$ cat config.mk
export PLATFORM = sky130hd
export DESIGN_NAME = hwpe_sel_ctrl
export DESIGN_NICKNAME = d
export VERILOG_FILES = /design/src/rtl/hwpe_sel_ctrl.sv
export SDC_FILE = /design/constraint.sdc
export NUM_CORES = 1
export LEC_CHECK = 0
export BUFFER_PORTS_ARGS = -buffer_cell sky130_fd_sc_hd__buf_2
export CAP_MARGIN = 20
export CORE_MARGIN = 1
export CORE_UTILIZATION = 42
export DETAILED_ROUTE_END_ITERATION = 8
export PLACE_DENSITY = 0.83
export SYNTH_ARGS = -nofsm -noshare
export SYNTH_HDL_FRONTEND = slang
export SYNTH_SLANG_ARGS = --single-unit
$ cat constraint.sdc
create_clock -name clk -period 2.6 [get_ports clk]
set_input_delay 0.39 -clock clk [delete_from_list [all_inputs] [get_ports clk]]
set_output_delay 0.39 -clock clk [all_outputs]
set_load 0.02 [all_outputs]
$ cat src/rtl/hwpe_sel_ctrl.sv
`default_nettype none
// ============================================================================
// Module   : hwpe_sel_ctrl
// Purpose  : Control stage in front of the HWPE subsystem. Owns the HWPE
//            enable/select outputs and only switches the selected HWPE once
//            the current one is idle (not busy, no outstanding TCDM traffic),
//            holding the enable low for GATE_CYCLES around every select
//            change. Programmed through a small register file on the
//            peripheral config bus:
//              0x00 CTRL        [0] EN_REQ, [8+:SEL_W] SEL_REQ        (rw)
//              0x04 STATUS      [0] en, [8+:SEL_W] sel, [18:16] state,
//                               [24] pending, [25] TO_ERR, [26] ILL_ERR
//                               (bits 25/26 write-1-to-clear)
//              0x08 OUTSTANDING outstanding TCDM transaction count   (ro)
//              0x0C             reads 0, writes ignored
// Options  : `define HWPE_SEL_CTRL_TIMEOUT_EN adds a DRAIN timeout
//            (parameter DRAIN_TIMEOUT) that aborts a stuck switch and sets
//            TO_ERR. Without it DRAIN waits indefinitely and TO_ERR reads 0.
// Ports    : clk, rst_n (async, active-low)
//            cfg_*        : config bus slave (req/gnt, one-cycle response)
//            hwpe_busy_i  : busy flag of the selected HWPE
//            tcdm_*       : HWPE TCDM handshake, monitored only
//            hwpe_en_o    : subsystem enable
//            hwpe_sel_o   : subsystem select
// Revision : 1.0 - initial release
// ============================================================================
module hwpe_sel_ctrl #(
  parameter int NUM_HWPES       = 2,
  parameter int SEL_W           = 2,
  parameter int ID_WIDTH        = 8,
  parameter int MAX_OUTSTANDING = 16,
  parameter int GATE_CYCLES     = 4
`ifdef HWPE_SEL_CTRL_TIMEOUT_EN
  ,
  parameter int DRAIN_TIMEOUT   = 1024
`endif
) (
  input  logic                clk,
  input  logic                rst_n,
  // config bus
  input  logic                cfg_req_i,
  input  logic [31:0]         cfg_add_i,
  input  logic                cfg_wen_i,
  input  logic [31:0]         cfg_wdata_i,
  input  logic [3:0]          cfg_be_i,
  input  logic [ID_WIDTH-1:0] cfg_id_i,
  output logic                cfg_gnt_o,
  output logic [31:0]         cfg_r_rdata_o,
  output logic                cfg_r_valid_o,
  output logic [ID_WIDTH-1:0] cfg_r_id_o,
  // HWPE status / TCDM monitor
  input  logic                hwpe_busy_i,
  input  logic                tcdm_req_i,
  input  logic                tcdm_gnt_i,
  input  logic                tcdm_r_valid_i,
  // HWPE subsystem control
  output logic                hwpe_en_o,
  output logic [SEL_W-1:0]    hwpe_sel_o
);

  // --------------------------------------------------------------------------
  // Constants
  // --------------------------------------------------------------------------
  localparam logic [2:0] ST_OFF   = 3'd0;
  localparam logic [2:0] ST_SETUP = 3'd1;
  localparam logic [2:0] ST_RUN   = 3'd2;
  localparam logic [2:0] ST_DRAIN = 3'd3;
  localparam logic [2:0] ST_GATED = 3'd4;

  localparam int OCNT_W = $clog2(MAX_OUTSTANDING + 1);
  localparam int GCNT_W = (GATE_CYCLES > 1) ? $clog2(GATE_CYCLES) : 1;

  localparam logic [OCNT_W-1:0] OCNT_MAX  = OCNT_W'(MAX_OUTSTANDING);
  localparam logic [GCNT_W-1:0] GCNT_LAST = GCNT_W'(GATE_CYCLES - 1);
  localparam logic [SEL_W:0]    SEL_LIMIT = (SEL_W + 1)'(NUM_HWPES);

  localparam logic [1:0] REG_CTRL   = 2'd0;
  localparam logic [1:0] REG_STATUS = 2'd1;
  localparam logic [1:0] REG_OUTST  = 2'd2;

  // --------------------------------------------------------------------------
  // Declarations
  // --------------------------------------------------------------------------
  logic [2:0]        state;
  logic [2:0]        state_nxt;
  logic [GCNT_W-1:0] gate_cnt;
  logic [GCNT_W-1:0] gate_cnt_nxt;
  logic [SEL_W-1:0]  sel_nxt;
  logic              gate_last;

  logic              en_req;
  logic [SEL_W-1:0]  sel_req;
  logic              en_req_mrg;
  logic [SEL_W-1:0]  sel_req_mrg;

  logic              ill_err;
  logic              to_err;
  logic              timeout_hit;

  logic [OCNT_W-1:0] outst;
  logic              tcdm_inc;
  logic              tcdm_dec;
  logic              drain_done;
  logic              pending;

  logic [1:0]        reg_idx;
  logic              wr_ok;
  logic              ctrl_wr;
  logic              status_wr;
  logic [SEL_W-1:0]  wr_sel;
  logic              wr_sel_legal;
  logic              ctrl_wr_ok;
  logic              ctrl_wr_bad;
  logic [31:0]       rd_mux;

  // Only address bits [3:2] are decoded; the rest of the bus is don't-care.
  logic              unused_cfg;
  assign unused_cfg = ^{cfg_add_i[31:4], cfg_add_i[1:0], cfg_wdata_i};

  // --------------------------------------------------------------------------
  // Config bus decode
  // --------------------------------------------------------------------------
  assign cfg_gnt_o    = cfg_req_i;
  assign reg_idx      = cfg_add_i[3:2];
  assign wr_ok        = cfg_req_i & ~cfg_wen_i & (cfg_be_i == 4'hF);
  assign ctrl_wr      = wr_ok & (reg_idx == REG_CTRL);
  assign status_wr    = wr_ok & (reg_idx == REG_STATUS);
  assign wr_sel       = cfg_wdata_i[8 +: SEL_W];
  assign wr_sel_legal = ({1'b0, wr_sel} < SEL_LIMIT);
  assign ctrl_wr_ok   = ctrl_wr & wr_sel_legal;
  assign ctrl_wr_bad  = ctrl_wr & ~wr_sel_legal;

  // Request values as they will be after this cycle, so that a CTRL write
  // landing on the very cycle a sel update happens is not lost.
  assign en_req_mrg  = ctrl_wr_ok ? cfg_wdata_i[0] : en_req;
  assign sel_req_mrg = ctrl_wr_ok ? wr_sel         : sel_req;

  // --------------------------------------------------------------------------
  // Outstanding TCDM transaction counter
  // --------------------------------------------------------------------------
  assign tcdm_inc = tcdm_req_i & tcdm_gnt_i;
  assign tcdm_dec = tcdm_r_valid_i;

  always_ff @(posedge clk or negedge rst_n) begin
    if (!rst_n) begin
      outst <= '0;
    end else if (tcdm_inc && !tcdm_dec && (outst != OCNT_MAX)) begin
      outst <= outst + OCNT_W'(1);
    end else if (tcdm_dec && !tcdm_inc && (outst != '0)) begin
      outst <= outst - OCNT_W'(1);
    end
  end

  assign drain_done = ~hwpe_busy_i & (outst == '0);
  assign gate_last  = (gate_cnt == GCNT_LAST);
  assign pending    = (state == ST_SETUP) | (state == ST_DRAIN) |
                      (state == ST_GATED);

  // --------------------------------------------------------------------------
  // Optional drain timeout
  // --------------------------------------------------------------------------
`ifdef HWPE_SEL_CTRL_TIMEOUT_EN
  localparam int TCNT_W = (DRAIN_TIMEOUT > 1) ? $clog2(DRAIN_TIMEOUT) : 1;
  localparam logic [TCNT_W-1:0] TCNT_LAST = TCNT_W'(DRAIN_TIMEOUT - 1);

  logic [TCNT_W-1:0] to_cnt;

  // Fires on the DRAIN_TIMEOUT-th cycle spent in DRAIN, unless the drain
  // completes in that same cycle (completion wins).
  assign timeout_hit = (state == ST_DRAIN) & ~drain_done & (to_cnt == TCNT_LAST);

  always_ff @(posedge clk or negedge rst_n) begin
    if (!rst_n) begin
      to_cnt <= '0;
      to_err <= 1'b0;
    end else begin
      if ((state == ST_DRAIN) && !timeout_hit) begin
        to_cnt <= to_cnt + TCNT_W'(1);
      end else begin
        to_cnt <= '0;
      end
      if (timeout_hit) begin
        to_err <= 1'b1;
      end else if (status_wr && cfg_wdata_i[25]) begin
        to_err <= 1'b0;
      end
    end
  end
`else
  assign timeout_hit = 1'b0;
  assign to_err      = 1'b0;
`endif

  // --------------------------------------------------------------------------
  // Request registers and illegal-select flag
  // --------------------------------------------------------------------------
  always_ff @(posedge clk or negedge rst_n) begin
    if (!rst_n) begin
      en_req  <= 1'b0;
      sel_req <= '0;
      ill_err <= 1'b0;
    end else begin
      if (timeout_hit) begin
        // Abort the switch: make the request match what is running.
        en_req  <= 1'b1;
        sel_req <= hwpe_sel_o;
      end else if (ctrl_wr_ok) begin
        en_req  <= cfg_wdata_i[0];
        sel_req <= wr_sel;
      end
      if (ctrl_wr_bad) begin
        ill_err <= 1'b1;
      end else if (status_wr && cfg_wdata_i[26]) begin
        ill_err <= 1'b0;
      end
    end
  end

  // --------------------------------------------------------------------------
  // Switch FSM
  // --------------------------------------------------------------------------
  always_comb begin
    state_nxt    = state;
    sel_nxt      = hwpe_sel_o;
    gate_cnt_nxt = '0;
    case (state)
      ST_OFF: begin
        if (ctrl_wr_ok && cfg_wdata_i[0]) begin
          state_nxt = ST_SETUP;
          sel_nxt   = wr_sel;
        end
      end
      ST_SETUP: begin
        if (gate_last) begin
          // Enable is still low here, so a select written during SETUP can
          // be picked up safely before entering RUN.
          state_nxt = ST_RUN;
          sel_nxt   = sel_req_mrg;
        end else begin
          gate_cnt_nxt = gate_cnt + GCNT_W'(1);
        end
      end
      ST_RUN: begin
        if (ctrl_wr_ok && (!cfg_wdata_i[0] || (wr_sel != hwpe_sel_o))) begin
          state_nxt = ST_DRAIN;
        end
      end
      ST_DRAIN: begin
        if (drain_done) begin
          state_nxt = ST_GATED;
        end else if (timeout_hit) begin
          state_nxt = ST_RUN;
        end
      end
      ST_GATED: begin
        if (gate_last) begin
          sel_nxt   = sel_req_mrg;
          state_nxt = en_req_mrg ? ST_RUN : ST_OFF;
        end else begin
          gate_cnt_nxt = gate_cnt + GCNT_W'(1);
        end
      end
      default: begin
        state_nxt = ST_OFF;
      end
    endcase
  end

  // Enable is registered from the next state so it is glitch-free and moves
  // on the same edge as the select; select only ever changes on edges that
  // leave OFF, SETUP or GATED, where enable was low.
  always_ff @(posedge clk or negedge rst_n) begin
    if (!rst_n) begin
      state      <= ST_OFF;
      gate_cnt   <= '0;
      hwpe_en_o  <= 1'b0;
      hwpe_sel_o <= '0;
    end else begin
      state      <= state_nxt;
      gate_cnt   <= gate_cnt_nxt;
      hwpe_en_o  <= (state_nxt == ST_RUN) | (state_nxt == ST_DRAIN);
      hwpe_sel_o <= sel_nxt;
    end
  end

  // --------------------------------------------------------------------------
  // Read mux and response channel
  // --------------------------------------------------------------------------
  always_comb begin
    rd_mux = '0;
    case (reg_idx)
      REG_CTRL: begin
        rd_mux[0]          = en_req;
        rd_mux[8 +: SEL_W] = sel_req;
      end
      REG_STATUS: begin
        rd_mux[0]          = hwpe_en_o;
        rd_mux[8 +: SEL_W] = hwpe_sel_o;
        rd_mux[18:16]      = state;
        rd_mux[24]         = pending;
        rd_mux[25]         = to_err;
        rd_mux[26]         = ill_err;
      end
      REG_OUTST: begin
        rd_mux[OCNT_W-1:0] = outst;
      end
      default: begin
        rd_mux = '0;
      end
    endcase
  end

  always_ff @(posedge clk or negedge rst_n) begin
    if (!rst_n) begin
      cfg_r_valid_o <= 1'b0;
      cfg_r_id_o    <= '0;
      cfg_r_rdata_o <= '0;
    end else begin
      cfg_r_valid_o <= cfg_req_i;
      if (cfg_req_i) begin
        cfg_r_id_o <= cfg_id_i;
      end
      cfg_r_rdata_o <= (cfg_req_i && cfg_wen_i) ? rd_mux : 32'h0;
    end
  end

endmodule
`default_nettype wire

== Word level (Yosys, flattened, before mapping) ==
Cells that the tools add are included.
Storage, ports and cells
  bits in registers: 53
  bits of input ports: 84
  output and inout port bits: 45
  word-level logic and storage cells: 88
Operators by class
  $add $sub $neg: 3
  order comparisons: 1
  equal/unequal tests: 14
  multiplexer cells: 24
  bitwise gates (word level): 14
  reductions and logical operators: 21
Operator list (count)
  $mux W27: 1
  $mux W3: 7
  $pmux W3 S5: 1
  $eq A3 B2 Y1 const B: 4
  $mux W2: 6
  $mux W5: 2
  $and A1 B1 Y1: 8
  $logic_and A1 B1 Y1: 8
  $pmux W2 S2: 2
  $reduce_bool A2 Y1: 3
  $add A5 B1 Y5 const B: 1
  $logic_not A5 Y1: 1
  $ne A5 B5 Y1 const B: 1
  $reduce_bool A5 Y1: 1
  $sub A5 B1 Y5 const B: 1
  $eq A2 B2 Y1 const B: 2
  $eq A4 B4 Y1 const B: 1
  $mux W4: 1
  $eq A3 B1 Y1 const B: 1
  $eq A3 B3 Y1 const B: 1
  $logic_not A1 Y1: 3
  $logic_not A3 Y1: 1
  $mux W1: 3
  $not A1 Y1: 3
  12 further kinds: 14

== Depth between registers and ports, before layout ==
Gate-level depths: netlist (run 1).
  depth after elaboration: 11
  mapped depth: 7
  mapped depth without buffers: 7

== Least setup slack after synthesis (run 1) ==
No wires, ideal clock.
  kind: register -> register
  start: register outst[0]
  end: register outst[3]
  library setup time: 125 ps
  arrival time: 1994 ps
  required time: 2475 ps
  setup slack: 482 ps
  stages on the path, launching flop included: 8
  buffers on the path: 0
  clock period less this slack: 2118 ps
  cell sequence: dfrtp_1 > nor4_1 > a211o_1 > ha_1 > a21o_1 > a21oi_1 > xnor2_1 > mux2_2
On the way
  cells in the longest elaborated chain, start to end: 3
  elaborated cells on any way between the ends: 9
  classes of those cells: add/sub (2); eq/ne (1); mux (2); reduce/logical (4)
RTL lines
  start, declared: line 100  | logic [OCNT_W-1:0] outst;
  start signal, assigned: line 148  | outst <= outst + OCNT_W'(1);
  start signal, assigned: line 150  | outst <= outst - OCNT_W'(1);
  $sub A5 B1 Y5, or another cell as far along: line 150
  $mux W5, or another cell as far along: line 149  | end else if (tcdm_dec && !tcdm_inc && (outst != '0)) begin
  $mux W5 or $reduce_bool A2 Y1 (tied branches)
Parallel ways exist; a longest one is shown, timed or not. The select of a mux whose other input is x is not followed.
A chain may end at the register's enable or synchronous reset.

== Final worst setup path (run 1) ==
  start: register outst[0]
  end: register outst[4]
The elaborated chain is that of the path after synthesis.

==> flow_results.xml, run 1 <==
<?xml version="1.0" encoding="UTF-8"?>
<metrics>
  <group name="floorplan">
    <metric name="start_util" unit="%">44.1</metric>
    <metric name="die_x" unit="um">70.1</metric>
    <metric name="core_area" unit="um^2">4410</metric>
    <metric name="die_h" unit="um">70.1</metric>
    <metric name="num_io_pins" unit="">129</metric>
    <metric name="floorplan.die_area" unit="um^2">4910</metric>
    <metric name="std_cell_rows" unit="">24</metric>
  </group>
  <group name="synthesis">
    <metric name="netlist_top_cells_area" unit="">sky130_fd_sc_hd__dfrtp_1 (49%), sky130_fd_sc_hd__mux2_2 (8.7%), sky130_fd_sc_hd__buf_4 (8.1%)</metric>
    <metric name="synthTopCellsByCount" unit="">sky130_fd_sc_hd__dfrtp_1 (38), sky130_fd_sc_hd__buf_4 (21), sky130_fd_sc_hd__mux2_2 (15)</metric>
    <metric name="post_synth_instance_area" unit="um^2">1950</metric>
    <metric name="synth.yosys.seq_area_share" unit="%">48.8</metric>
    <metric name="synth_top_area_cell" unit="">sky130_fd_sc_hd__dfrtp_1</metric>
    <metric name="post_synth_inst_count" unit="">167</metric>
    <metric name="synth.yosys.warnings" unit="">0</metric>
    <metric name="synth.avg_cell_area" unit="um^2">11.7</metric>
    <metric name="synth.lib_cells_used.distinct" unit="">48</metric>
    <metric name="post_synthesis_async_set_or_reset_flop_share" unit="%">100</metric>
    <metric name="yosys.cell_count.top_type" unit="">sky130_fd_sc_hd__dfrtp_1</metric>
    <metric name="post-synth-top-area-fraction" unit="%">48.8</metric>
    <metric name="synth_ff_type" unit="">sky130_fd_sc_hd__dfrtp_1</metric>
    <metric name="synth-edff-count" unit="">0</metric>
    <metric name="synth.ff_latch_count" unit="">38</metric>
  </group>
  <group name="global_route">
    <metric name="vias_in_the_first_global_route" unit="">1238</metric>
    <metric name="grt_first_pass_wirelength" unit="um">5460</metric>
    <metric name="grt_max_degree" unit="">39</metric>
    <metric name="number_of_antenna_violations_at_the_first_check_in_global_routing" unit="">0</metric>
    <metric name="groute.usage.overall" unit="%">14.3</metric>
    <metric name="grt_remaining_overflow" unit="">0</metric>
  </group>
  <group name="detailed_routing">
    <metric name="drc_errors" unit="">0</metric>
    <metric name="dr.pass1.iters" unit="">4</metric>
    <metric name="postRouteWirelength" unit="um">3280</metric>
    <metric name="drtIter0Drc" unit="">112</metric>
    <metric name="route.vias.total" unit="">1335</metric>
    <metric name="post_drt_wl_per_cell" unit="um">12.1</metric>
    <metric name="drt.antenna.violating_nets" unit="">0</metric>
    <metric name="via_per_inst" unit="">4.91</metric>
  </group>
  <group name="clocking">
    <metric name="cts_sinks" unit="">38</metric>
    <metric name="number_of_h_tree_branching_levels" unit="">2</metric>
    <metric name="clock-root-buffer" unit="">sky130_fd_sc_hd__clkbuf_8</metric>
    <metric name="cts_buffers" unit="">5</metric>
    <metric name="tritoncts" unit="">yes</metric>
    <metric name="clockBufferDepth" unit="">2</metric>
    <metric name="clock_latency" unit="ns">0.28</metric>
    <metric name="cts_setup_buffers" unit="">0</metric>
    <metric name="cts_resized" unit="">0</metric>
    <metric name="cts_hold_buffers" unit="">0</metric>
    <metric name="clk_transition_reported_paths" unit="ns">0.07</metric>
  </group>
  <group name="flow_run">
    <metric name="maxCapViolations" unit="">0</metric>
  </group>
  <group name="sta">
    <metric name="finClkSkew" unit="ns">0.00324</metric>
    <metric name="tns" unit="ns">0</metric>
    <metric name="worst_slew_pin_slew" unit="ns">0.809</metric>
    <metric name="fmax" unit="GHz">0.426</metric>
    <metric name="timing.max_slew.rel_slack" unit="%">46.1</metric>
    <metric name="setup_viol" unit="">0</metric>
    <metric name="rsz0062_at_grt" unit="">no</metric>
    <metric name="finalCritPeriodShare" unit="%">90.3</metric>
    <metric name="slew_viol_final" unit="">0</metric>
    <metric name="minimum_period_implied_by_the_final_worst_setup_slack" unit="ns">2.35</metric>
    <metric name="hold_viol" unit="">0</metric>
  </group>
  <group name="power">
    <metric name="worst_ir_drop_on_vdd" unit="V">0.000235</metric>
    <metric name="pwr_density_cell" unit="nW/um^2">674</metric>
    <metric name="power.static_leakage" unit="nW">1.15</metric>
    <metric name="totalPowerFinal" unit="mW">1.52</metric>
  </group>
  <group name="place">
    <metric name="placed_cells_incl_taps" unit="">264</metric>
    <metric name="port_buffers" unit="">50</metric>
    <metric name="place_congestion" unit="">0.797</metric>
    <metric name="dp_hpwl" unit="um">2540</metric>
  </group>
  <group name="cells_and_area">
    <metric name="num-fill-cells" unit="">398</metric>
    <metric name="final_layout_size_suffix_gt1_share" unit="%">38.2</metric>
    <metric name="final-instance-count-excl-fill" unit="">272</metric>
    <metric name="synthToLayoutAreaGrowth" unit="%">15.5</metric>
    <metric name="fin_nets" unit="">308</metric>
    <metric name="antenna-diode-count" unit="">0</metric>
  </group>
  <group name="setup_path">
    <metric name="arrival" unit="ns">2.49</metric>
    <metric name="ff2ff_path_depth" unit="">7</metric>
    <metric name="worstSetupStartpoint" unit="">outst[0]</metric>
    <metric name="setup_crit_path_kind" unit="">reg2reg</metric>
    <metric name="cp_max_fo" unit="">6</metric>
    <metric name="end_kind" unit="">flip-flop</metric>
    <metric name="worstReg2RegStart" unit="">outst[0]</metric>
    <metric name="timing.critical_path.from_type" unit="">flip-flop</metric>
    <metric name="worst_ep_required_time" unit="ns">2.75</metric>
  </group>
  <group name="min_path">
    <metric name="hold_class" unit="">in2async</metric>
  </group>
  <group name="status">
    <metric name="outcome" unit="">finished, final reports clean</metric>
  </group>
</metrics>
-- path summary, 6_finish.rpt --
check / endpoint / slack, ns
worst max register to register: outst[4] / 0.25
worst min register to register: gate_cnt[0] / 0.44
worst min-delay path: cfg_r_id_o[6] / 0.20
min in group clk: cfg_r_id_o[1] / 0.34
worst max-delay path: outst[4] / 0.25
max in group asynchronous: cfg_r_rdata_o[0] / 1.89
-- sequential cells by signal (all words and copies together) (netlist names) --
signal and cells:
cfg_r_rdata_o 12, cfg_r_id_o 8, outst 5, state 3, gate_cnt 2, hwpe_sel_o 2
sel_req 2, cfg_r_valid_o 1, en_req 1, hwpe_en_o 1, ill_err 1
-- per-stage QoR --
step	area (um^2)	util, %	setup slack (ns)	hold slack, ns
final	2250	51.0	0.253	0.195
after global routing	2250	51.0	0.152	0.268
after CTS	2250	51.0	0.264	0.222
after detailed placement	2160	48.9	0.292	0.433
after global placement	2160	48.9	0.322	0.430
after floorplan	2020	-	0.482	0.0944
-- report_power, final --
group | total, mW | internal (mW) | switching (mW)
combinational | 0.390 | 0.189 | 0.201
sequential | 0.728 | 0.655 | 0.0728
clock | 0.400 | 0.214 | 0.186
total | 1.52 | 1.06 | 0.459
-- per-layer routing --
layer	global-route usage [%]	wire length [um]	up-vias	part of all wire (%)
li1	-	-	643	-
met1	18.4	1460	636	44
met2	23.2	1580	52	48
met3	3.90	205	4	6.2
met4	4.67	33	0	1.0
met5	0	0	-	0
-- cell usage in the layout, fill, tap and decap left out, types with 2 or more instances in the layout --
master	count
sky130_fd_sc_hd__a31oi_1	2
sky130_fd_sc_hd__nor3_1	4
sky130_fd_sc_hd__nor4_1	3
sky130_fd_sc_hd__dfrtp_1	38
sky130_fd_sc_hd__o2bb2ai_1	2
sky130_fd_sc_hd__and2_1	8
sky130_fd_sc_hd__xnor2_1	2
sky130_fd_sc_hd__nor2_1	8
sky130_fd_sc_hd__xor2_1	4
sky130_fd_sc_hd__mux2_2	15
sky130_fd_sc_hd__buf_2	50
sky130_fd_sc_hd__conb_1	20
sky130_fd_sc_hd__ha_1	4
sky130_fd_sc_hd__clkbuf_8	6
sky130_fd_sc_hd__nand2_1	7
sky130_fd_sc_hd__a21oi_1	3
sky130_fd_sc_hd__o21ai_0	3
sky130_fd_sc_hd__a21o_1	2
sky130_fd_sc_hd__inv_1	6
sky130_fd_sc_hd__mux2i_1	4
-- cells by family (layout without fill, tap and decap cells) --
| group | count (synthesis) | count (layout) | synth area share, % |
|---|---|---|---|
| xor gates and xnor gates | 6 | 6 | 2.70 |
| adders and majority gates | 5 | 5 | 3.60 |
| buffers and inverters | 31 | 65 | 10.5 |
| other | 1 | 20 | 0.192 |
| muxes | 20 | 20 | 11.9 |
| DFF | 38 | 38 | 48.8 |
| and+or+nand+nor | 45 | 45 | 14.6 |
| AOI/OAI and AO/OA | 21 | 21 | 7.71 |
-- worst max-delay path: stages (launching register included) --
cell	delay, ns
sky130_fd_sc_hd__dfrtp_1	0.47
sky130_fd_sc_hd__nor4_1	0.09
sky130_fd_sc_hd__buf_4	0.15
sky130_fd_sc_hd__a211o_1	0.38
sky130_fd_sc_hd__fa_1	0.44
sky130_fd_sc_hd__a21o_1	0.19
sky130_fd_sc_hd__a21oi_1	0.16
sky130_fd_sc_hd__mux4_2	0.33
-- final cells by class --
| class | instances | area, um^2 | area share [%] |
|---|---|---|---|
| flip-flops and latches | 38 | 951 | 42.2 |
| multi-input cells | 117 | 863 | 38.4 |
| repair buffers | 51 | 258 | 11.5 |
| clock buffers | 7 | 86.3 | 3.84 |
| well taps | 52 | 65.1 | 2.89 |
| inverters | 6 | 22.5 | 1.00 |
| clock inverters | 1 | 5.00 | 0.222 |
(Power assumes the default switching activity.)
==> run 2: changes to the inputs <==
--- a/config.mk
+++ b/config.mk
@@ -11,6 +11,7 @@
 export CORE_UTILIZATION = 42
 export DETAILED_ROUTE_END_ITERATION = 8
 export PLACE_DENSITY = 0.83
+export RECOVER_POWER = 25
 export SYNTH_ARGS = -nofsm -noshare
 export SYNTH_HDL_FRONTEND = slang
 export SYNTH_SLANG_ARGS = --single-unit
==> run 2 against run 1 <==
Net effect:
- core utilization down 0.057 points
- non-clock buffer count unchanged
- setup slack did not move
- sequential share of layout area is essentially flat
- the flow now finishes with violations (capacitance limit, slew limit)
- maximum frequency unchanged
- combinational power hardly changed
- critical path depth unchanged
- critical path type unchanged
- worst hold slack better by 0.14 ns
==> flow_results.xml, run 2 (synthesized netlist as in run 1, its figures left out) <==
<?xml version="1.0" encoding="UTF-8"?>
<metrics>
  <group name="status">
    <metric name="outcome" unit="">complete, but fails checks</metric>
    <metric name="failing_checks" unit="">capacitance limit, slew limit</metric>
  </group>
  <group name="sta">
    <metric name="hold_viol" unit="">0</metric>
    <metric name="tns" unit="ns">0</metric>
    <metric name="finClkSkew" unit="ns">0.00324</metric>
    <metric name="minimum_period_implied_by_the_final_worst_setup_slack" unit="ns">2.35</metric>
    <metric name="timing.max_slew.rel_slack" unit="%">-29.6</metric>
    <metric name="holdWs" unit="ns">0.337</metric>
    <metric name="finalCritPeriodShare" unit="%">90.3</metric>
    <metric name="fmax" unit="GHz">0.426</metric>
    <metric name="rsz0062_at_grt" unit="">no</metric>
    <metric name="setup_viol" unit="">0</metric>
    <metric name="slew_viol_final" unit="">39</metric>
    <metric name="worst_slew_pin_slew" unit="ns">1.94</metric>
  </group>
  <group name="clocking">
    <metric name="number_of_h_tree_branching_levels" unit="">2</metric>
    <metric name="cts_hold_buffers" unit="">0</metric>
    <metric name="cts_setup_buffers" unit="">0</metric>
    <metric name="clock-root-buffer" unit="">sky130_fd_sc_hd__clkbuf_8</metric>
    <metric name="tritoncts" unit="">yes</metric>
    <metric name="cts_buffers" unit="">5</metric>
    <metric name="clockBufferDepth" unit="">2</metric>
    <metric name="cts_resized" unit="">0</metric>
    <metric name="cts_sinks" unit="">38</metric>
    <metric name="clock_latency" unit="ns">0.28</metric>
    <metric name="clk_transition_reported_paths" unit="ns">0.07</metric>
  </group>
  <group name="floorplan">
    <metric name="num_io_pins" unit="">129</metric>
    <metric name="die_x" unit="um">70.1</metric>
    <metric name="std_cell_rows" unit="">24</metric>
    <metric name="core_area" unit="um^2">4410</metric>
    <metric name="die_h" unit="um">70.1</metric>
    <metric name="start_util" unit="%">44.1</metric>
    <metric name="floorplan.die_area" unit="um^2">4910</metric>
  </group>
  <group name="detailed_routing">
    <metric name="drtIter0Drc" unit="">111</metric>
    <metric name="via_per_inst" unit="">4.91</metric>
    <metric name="postRouteWirelength" unit="um">3280</metric>
    <metric name="drc_errors" unit="">0</metric>
    <metric name="post_drt_wl_per_cell" unit="um">12.1</metric>
    <metric name="route.vias.total" unit="">1335</metric>
    <metric name="drt.antenna.violating_nets" unit="">0</metric>
    <metric name="dr.pass1.iters" unit="">4</metric>
  </group>
  <group name="global_route">
    <metric name="grt_max_degree" unit="">39</metric>
    <metric name="grt_first_pass_wirelength" unit="um">5460</metric>
    <metric name="grt_most_used_layer" unit="">met2</metric>
    <metric name="groute.usage.overall" unit="%">14.3</metric>
    <metric name="grtUsageMet1" unit="%">18.4</metric>
    <metric name="number_of_antenna_violations_at_the_first_check_in_global_routing" unit="">0</metric>
    <metric name="grt_use_met2" unit="%">23.2</metric>
    <metric name="groute.layer.met3.usage" unit="%">3.90</metric>
    <metric name="vias_in_the_first_global_route" unit="">1238</metric>
    <metric name="grt_remaining_overflow" unit="">0</metric>
  </group>
  <group name="min_path">
    <metric name="hold_class" unit="">in2reg</metric>
    <metric name="timing.hold.worst_endpoint" unit="">cfg_r_id_o[5]</metric>
    <metric name="hold_depth" unit="">2</metric>
    <metric name="min_from" unit="">cfg_id_i[5]</metric>
  </group>
  <group name="cells_and_area">
    <metric name="num-fill-cells" unit="">399</metric>
    <metric name="layout_commonest_cell" unit="">sky130_fd_sc_hd__buf_2</metric>
    <metric name="final_layout_size_suffix_gt1_share" unit="%">36.8</metric>
    <metric name="final-seq-area" unit="um^2">951</metric>
    <metric name="area_of_combinational_cells_with_multiple_inputs" unit="um^2">863</metric>
    <metric name="synthToLayoutAreaGrowth" unit="%">15.4</metric>
    <metric name="largest_register_ff_count" unit="">12</metric>
    <metric name="fin_nets" unit="">308</metric>
    <metric name="layout.cells.most_common_list" unit="">sky130_fd_sc_hd__buf_2 (48), sky130_fd_sc_hd__dfrtp_1 (38), sky130_fd_sc_hd__conb_1 (20)</metric>
    <metric name="post-route-cell-area" unit="um^2">2250</metric>
    <metric name="antenna-diode-count" unit="">0</metric>
    <metric name="top_regs" unit="">cfg_r_rdata_o (12), cfg_r_id_o (8), outst (5)</metric>
    <metric name="largest-register" unit="">cfg_r_rdata_o</metric>
  </group>
  <group name="place">
    <metric name="dp_hpwl" unit="um">2540</metric>
    <metric name="place_congestion" unit="">0.797</metric>
    <metric name="port_buffers" unit="">50</metric>
    <metric name="placedInstanceArea" unit="um^2">2160</metric>
  </group>
  <group name="power">
    <metric name="power.static_leakage" unit="nW">1.14</metric>
    <metric name="p_switching" unit="uW">459</metric>
    <metric name="share_comb_of_total_power" unit="%">25.6</metric>
    <metric name="worst_ir_drop_on_vdd" unit="V">0.000235</metric>
    <metric name="pwr_density_cell" unit="nW/um^2">675</metric>
    <metric name="power.share.sequential" unit="%">48.0</metric>
    <metric name="p_int" unit="mW">1.06</metric>
    <metric name="swShare" unit="%">30.3</metric>
    <metric name="p_clk_share" unit="%">26.3</metric>
    <metric name="totalPowerFinal" unit="mW">1.52</metric>
  </group>
  <group name="setup_path">
    <metric name="end_kind" unit="">flip-flop</metric>
    <metric name="worstReg2RegStart" unit="">outst[0]</metric>
    <metric name="critical_path.reg2reg.endpoint" unit="">outst[4]</metric>
    <metric name="setup_crit_path_kind" unit="">reg2reg</metric>
    <metric name="arrival" unit="ns">2.49</metric>
    <metric name="cp_max_fo" unit="">6</metric>
    <metric name="worst_ep_required_time" unit="ns">2.75</metric>
    <metric name="ff2ff_path_depth" unit="">7</metric>
    <metric name="timing.reg2reg.setup_slack" unit="ns">0.25</metric>
    <metric name="timing.critical_path.from_type" unit="">flip-flop</metric>
  </group>
  <group name="flow_run">
    <metric name="maxCapViolations" unit="">1</metric>
  </group>
</metrics>
run 2: metal layers:
layer,share of wire [%],wire [um],vias to the layer above
met3,6.2,203,4
li1,-,-,643
met1,44,1460,636
met5,0,0,-
met2,48,1590,52
met4,1.0,33,0
run 2: worst max-delay path: stages (launching register included):
cell,delay [ns]
sky130_fd_sc_hd__dfrtp_1,0.47
sky130_fd_sc_hd__nor4_1,0.09
sky130_fd_sc_hd__buf_4,0.15
sky130_fd_sc_hd__a211o_1,0.38
sky130_fd_sc_hd__fa_1,0.44
sky130_fd_sc_hd__a21o_1,0.19
sky130_fd_sc_hd__a21oi_1,0.16
sky130_fd_sc_hd__mux4_2,0.33
run 2: layout make-up:
class,instances,area share (%)
flip-flops and latches,38,42.3
multi-input cells,117,38.4
repair buffers,51,11.4
clock buffers,7,3.84
well taps,52,2.89
inverters,6,1.00
clock inverters,1,0.223
run 2: power groups by stage:
stage / registers, mW / clock network [mW] / logic (mW)
CTS: 0.728 / 0.409 / 0.394
finish: 0.728 / 0.400 / 0.389
global route: 0.736 / 0.441 / 0.433
floorplan: 0.748 / 0 / 0.290
detailed placement: 0.738 / 0 / 0.393
global placement: 0.735 / 0 / 0.372
run 2: how the worst max path moves through the flow:
stage               slack, ns      from  endpoint
finish                   0.25  outst[0]  outst[4]
CTS                      0.26  outst[0]  outst[4]
global placement         0.32  outst[0]  outst[4]
global route             0.15  outst[0]  outst[4]
detailed placement       0.29  outst[0]  outst[4]
floorplan                0.48  outst[0]  outst[3]
run 2: through the flow:
stage / utilization (%) / cells / worst slack (ns)
CTS: 51.0 / 272 / 0.264
detailed placement: 48.9 / 264 / 0.292
floorplan: - / 186 / 0.482
global placement: 48.9 / 264 / 0.322
finish: 50.9 / 272 / 0.253
global route: 50.9 / 272 / 0.152
==> run 3: changes to the inputs <==
--- a/config.mk
+++ b/config.mk
@@ -5,7 +5,7 @@
 export SDC_FILE = /design/constraint.sdc
 export NUM_CORES = 1
 export LEC_CHECK = 0
-export BUFFER_PORTS_ARGS = -buffer_cell sky130_fd_sc_hd__buf_2
+export BUFFER_PORTS_ARGS = -buffer_cell sky130_fd_sc_hd__buf_4
 export CAP_MARGIN = 20
 export CORE_MARGIN = 1
 export CORE_UTILIZATION = 42
==> run 3 against run 2 <==
Net effect:
- the flow still finishes with violations (capacitance limit, slew limit)
- die area unchanged
- core utilization up 3.9 points
- routed wire length grew 3.8%
==> flow_results.xml, run 3 (synthesized netlist as in run 1, its figures left out) <==
<?xml version="1.0" encoding="UTF-8"?>
<metrics>
  <group name="clocking">
    <metric name="clock_latency" unit="ns">0.29</metric>
    <metric name="clk_transition_reported_paths" unit="ns">0.07</metric>
    <metric name="cts_sinks" unit="">38</metric>
    <metric name="tritoncts" unit="">yes</metric>
    <metric name="cts_hold_buffers" unit="">0</metric>
    <metric name="number_of_h_tree_branching_levels" unit="">2</metric>
    <metric name="cts_resized" unit="">0</metric>
    <metric name="cts_buffers" unit="">5</metric>
    <metric name="clockBufferDepth" unit="">2</metric>
    <metric name="cts_setup_buffers" unit="">0</metric>
    <metric name="clock-root-buffer" unit="">sky130_fd_sc_hd__clkbuf_8</metric>
  </group>
  <group name="detailed_routing">
    <metric name="postRouteWirelength" unit="um">3400</metric>
    <metric name="post_drt_wl_per_cell" unit="um">12.5</metric>
    <metric name="route.vias.total" unit="">1337</metric>
    <metric name="drc_errors" unit="">0</metric>
    <metric name="dr.pass1.iters" unit="">4</metric>
    <metric name="drtIter0Drc" unit="">56</metric>
    <metric name="drt.antenna.violating_nets" unit="">0</metric>
    <metric name="via_per_inst" unit="">4.92</metric>
  </group>
  <group name="cells_and_area">
    <metric name="final-instance-count-excl-fill" unit="">272</metric>
    <metric name="layout.cells.most_common_list" unit="">sky130_fd_sc_hd__buf_4 (49), sky130_fd_sc_hd__dfrtp_1 (38), sky130_fd_sc_hd__conb_1 (20)</metric>
    <metric name="area_of_combinational_cells_with_multiple_inputs" unit="um^2">863</metric>
    <metric name="fin_nets" unit="">308</metric>
    <metric name="final_layout_size_suffix_gt1_share" unit="%">37.7</metric>
    <metric name="layout_commonest_cell" unit="">sky130_fd_sc_hd__buf_4</metric>
    <metric name="largest-register" unit="">cfg_r_rdata_o</metric>
    <metric name="antenna-diode-count" unit="">0</metric>
    <metric name="final-seq-area" unit="um^2">951</metric>
    <metric name="synthToLayoutAreaGrowth" unit="%">24.2</metric>
    <metric name="top_regs" unit="">cfg_r_rdata_o (12), cfg_r_id_o (8), outst (5)</metric>
    <metric name="num-fill-cells" unit="">370</metric>
    <metric name="largest_register_ff_count" unit="">12</metric>
  </group>
  <group name="sta">
    <metric name="slew_viol_final" unit="">39</metric>
    <metric name="layout_setup_ws" unit="ns">0.240</metric>
    <metric name="finalCritPeriodShare" unit="%">90.8</metric>
    <metric name="setup_viol" unit="">0</metric>
    <metric name="worst_slew_pin_slew" unit="ns">1.96</metric>
    <metric name="timing.max_slew.rel_slack" unit="%">-30.8</metric>
    <metric name="fmax" unit="GHz">0.424</metric>
    <metric name="tns" unit="ns">0</metric>
    <metric name="minimum_period_implied_by_the_final_worst_setup_slack" unit="ns">2.36</metric>
    <metric name="finClkSkew" unit="ns">0.00652</metric>
    <metric name="rsz0062_at_grt" unit="">no</metric>
    <metric name="hold_viol" unit="">0</metric>
  </group>
  <group name="floorplan">
    <metric name="die_x" unit="um">70.1</metric>
    <metric name="num_io_pins" unit="">129</metric>
    <metric name="start_util" unit="%">44.1</metric>
    <metric name="floorplan.die_area" unit="um^2">4910</metric>
    <metric name="die_h" unit="um">70.1</metric>
    <metric name="core_area" unit="um^2">4410</metric>
    <metric name="std_cell_rows" unit="">24</metric>
  </group>
  <group name="global_route">
    <metric name="vias_in_the_first_global_route" unit="">1293</metric>
    <metric name="number_of_antenna_violations_at_the_first_check_in_global_routing" unit="">0</metric>
    <metric name="grt_max_degree" unit="">39</metric>
    <metric name="grt_remaining_overflow" unit="">0</metric>
    <metric name="groute.usage.overall" unit="%">15.4</metric>
    <metric name="grt_first_pass_wirelength" unit="um">5730</metric>
  </group>
  <group name="place">
    <metric name="dp_hpwl" unit="um">2590</metric>
    <metric name="dp_worst_setup_slack" unit="ns">0.288</metric>
    <metric name="place_congestion" unit="">0.829</metric>
    <metric name="port_buffers" unit="">50</metric>
    <metric name="placed_cells_incl_taps" unit="">264</metric>
  </group>
  <group name="setup_path">
    <metric name="setup_crit_path_kind" unit="">reg2reg</metric>
    <metric name="end_kind" unit="">flip-flop</metric>
    <metric name="arrival" unit="ns">2.52</metric>
    <metric name="ff2ff_path_depth" unit="">7</metric>
    <metric name="worst_ep_required_time" unit="ns">2.76</metric>
    <metric name="timing.critical_path.from_type" unit="">flip-flop</metric>
    <metric name="cp_max_fo" unit="">6</metric>
  </group>
  <group name="min_path">
    <metric name="hold_depth" unit="">2</metric>
    <metric name="hold_class" unit="">in2reg</metric>
  </group>
  <group name="power">
    <metric name="worst_ir_drop_on_vdd" unit="V">0.000231</metric>
    <metric name="pwr_density_cell" unit="nW/um^2">724</metric>
    <metric name="power.static_leakage" unit="nW">1.19</metric>
  </group>
  <group name="status">
    <metric name="failing_checks" unit="">capacitance limit, slew limit</metric>
    <metric name="outcome" unit="">complete, but fails checks</metric>
  </group>
  <group name="flow_run">
    <metric name="maxCapViolations" unit="">1</metric>
  </group>
</metrics>
run 3: worst paths after layout:
check | from | endpoint | slack (ns)
max | outst[0] | outst[4] | 0.24
min | cfg_add_i[3] | cfg_r_rdata_o[9] | 0.31
max reg2reg | outst[0] | outst[4] | 0.24
min reg2reg | gate_cnt[0] | gate_cnt[0] | 0.47
max in group asynchronous | rst_n | outst[3] | 0.83
min in group asynchronous | rst_n | cfg_r_id_o[1] | 0.64
run 3: worst max-delay path, cell delays in order, from the launching register on:
cell	delay, ns
sky130_fd_sc_hd__dfrtp_1	0.48
sky130_fd_sc_hd__nor4_1	0.11
sky130_fd_sc_hd__buf_4	0.15
sky130_fd_sc_hd__a211o_1	0.38
sky130_fd_sc_hd__fa_1	0.44
sky130_fd_sc_hd__a21o_1	0.19
sky130_fd_sc_hd__a21oi_1	0.16
sky130_fd_sc_hd__mux4_2	0.31
run 3: layer usage:
layer / up-vias / GRT usage (%) / wire length (um)
met1: 627 / 17.7 / 1450
met3: 9 / 6.49 / 269
li1: 646 / - / -
met5: - / 0 / 0
met2: 55 / 23.5 / 1610
met4: 0 / 9.78 / 73
run 3: cell type report:
type | count | share of cell area, %
timing repair buffer | 51 | 15.5
multi-input combinational | 117 | 35.7
clock inverter | 2 | 2.48
sequential | 38 | 39.3
inverter | 6 | 0.931
tap | 52 | 2.69
clock buffer | 6 | 3.41
run 3: per-stage QoR:
stage | area [um^2] | utilization, % | power (mW) | hold slack (ns)
2_1_floorplan | 2020 | - | 1.04 | 0.0944
3_3_place_gp | 2280 | 51.8 | 1.13 | 0.375
3_5_place_dp | 2280 | 51.8 | 1.15 | 0.379
4_1_cts | 2430 | 55.0 | 1.77 | 0.0573
5_1_grt | 2420 | 54.8 | 1.85 | 0.304
6_report | 2420 | 54.8 | 1.75 | 0.311
run 3: where the power goes:
group / switching, mW / total [mW] / internal (mW) / leakage (nW)
Clock: 0.207 / 0.616 / 0.409 / 0.0714
Combinational: 0.197 / 0.406 / 0.209 / 0.633
Sequential: 0.0748 / 0.730 / 0.655 / 0.490
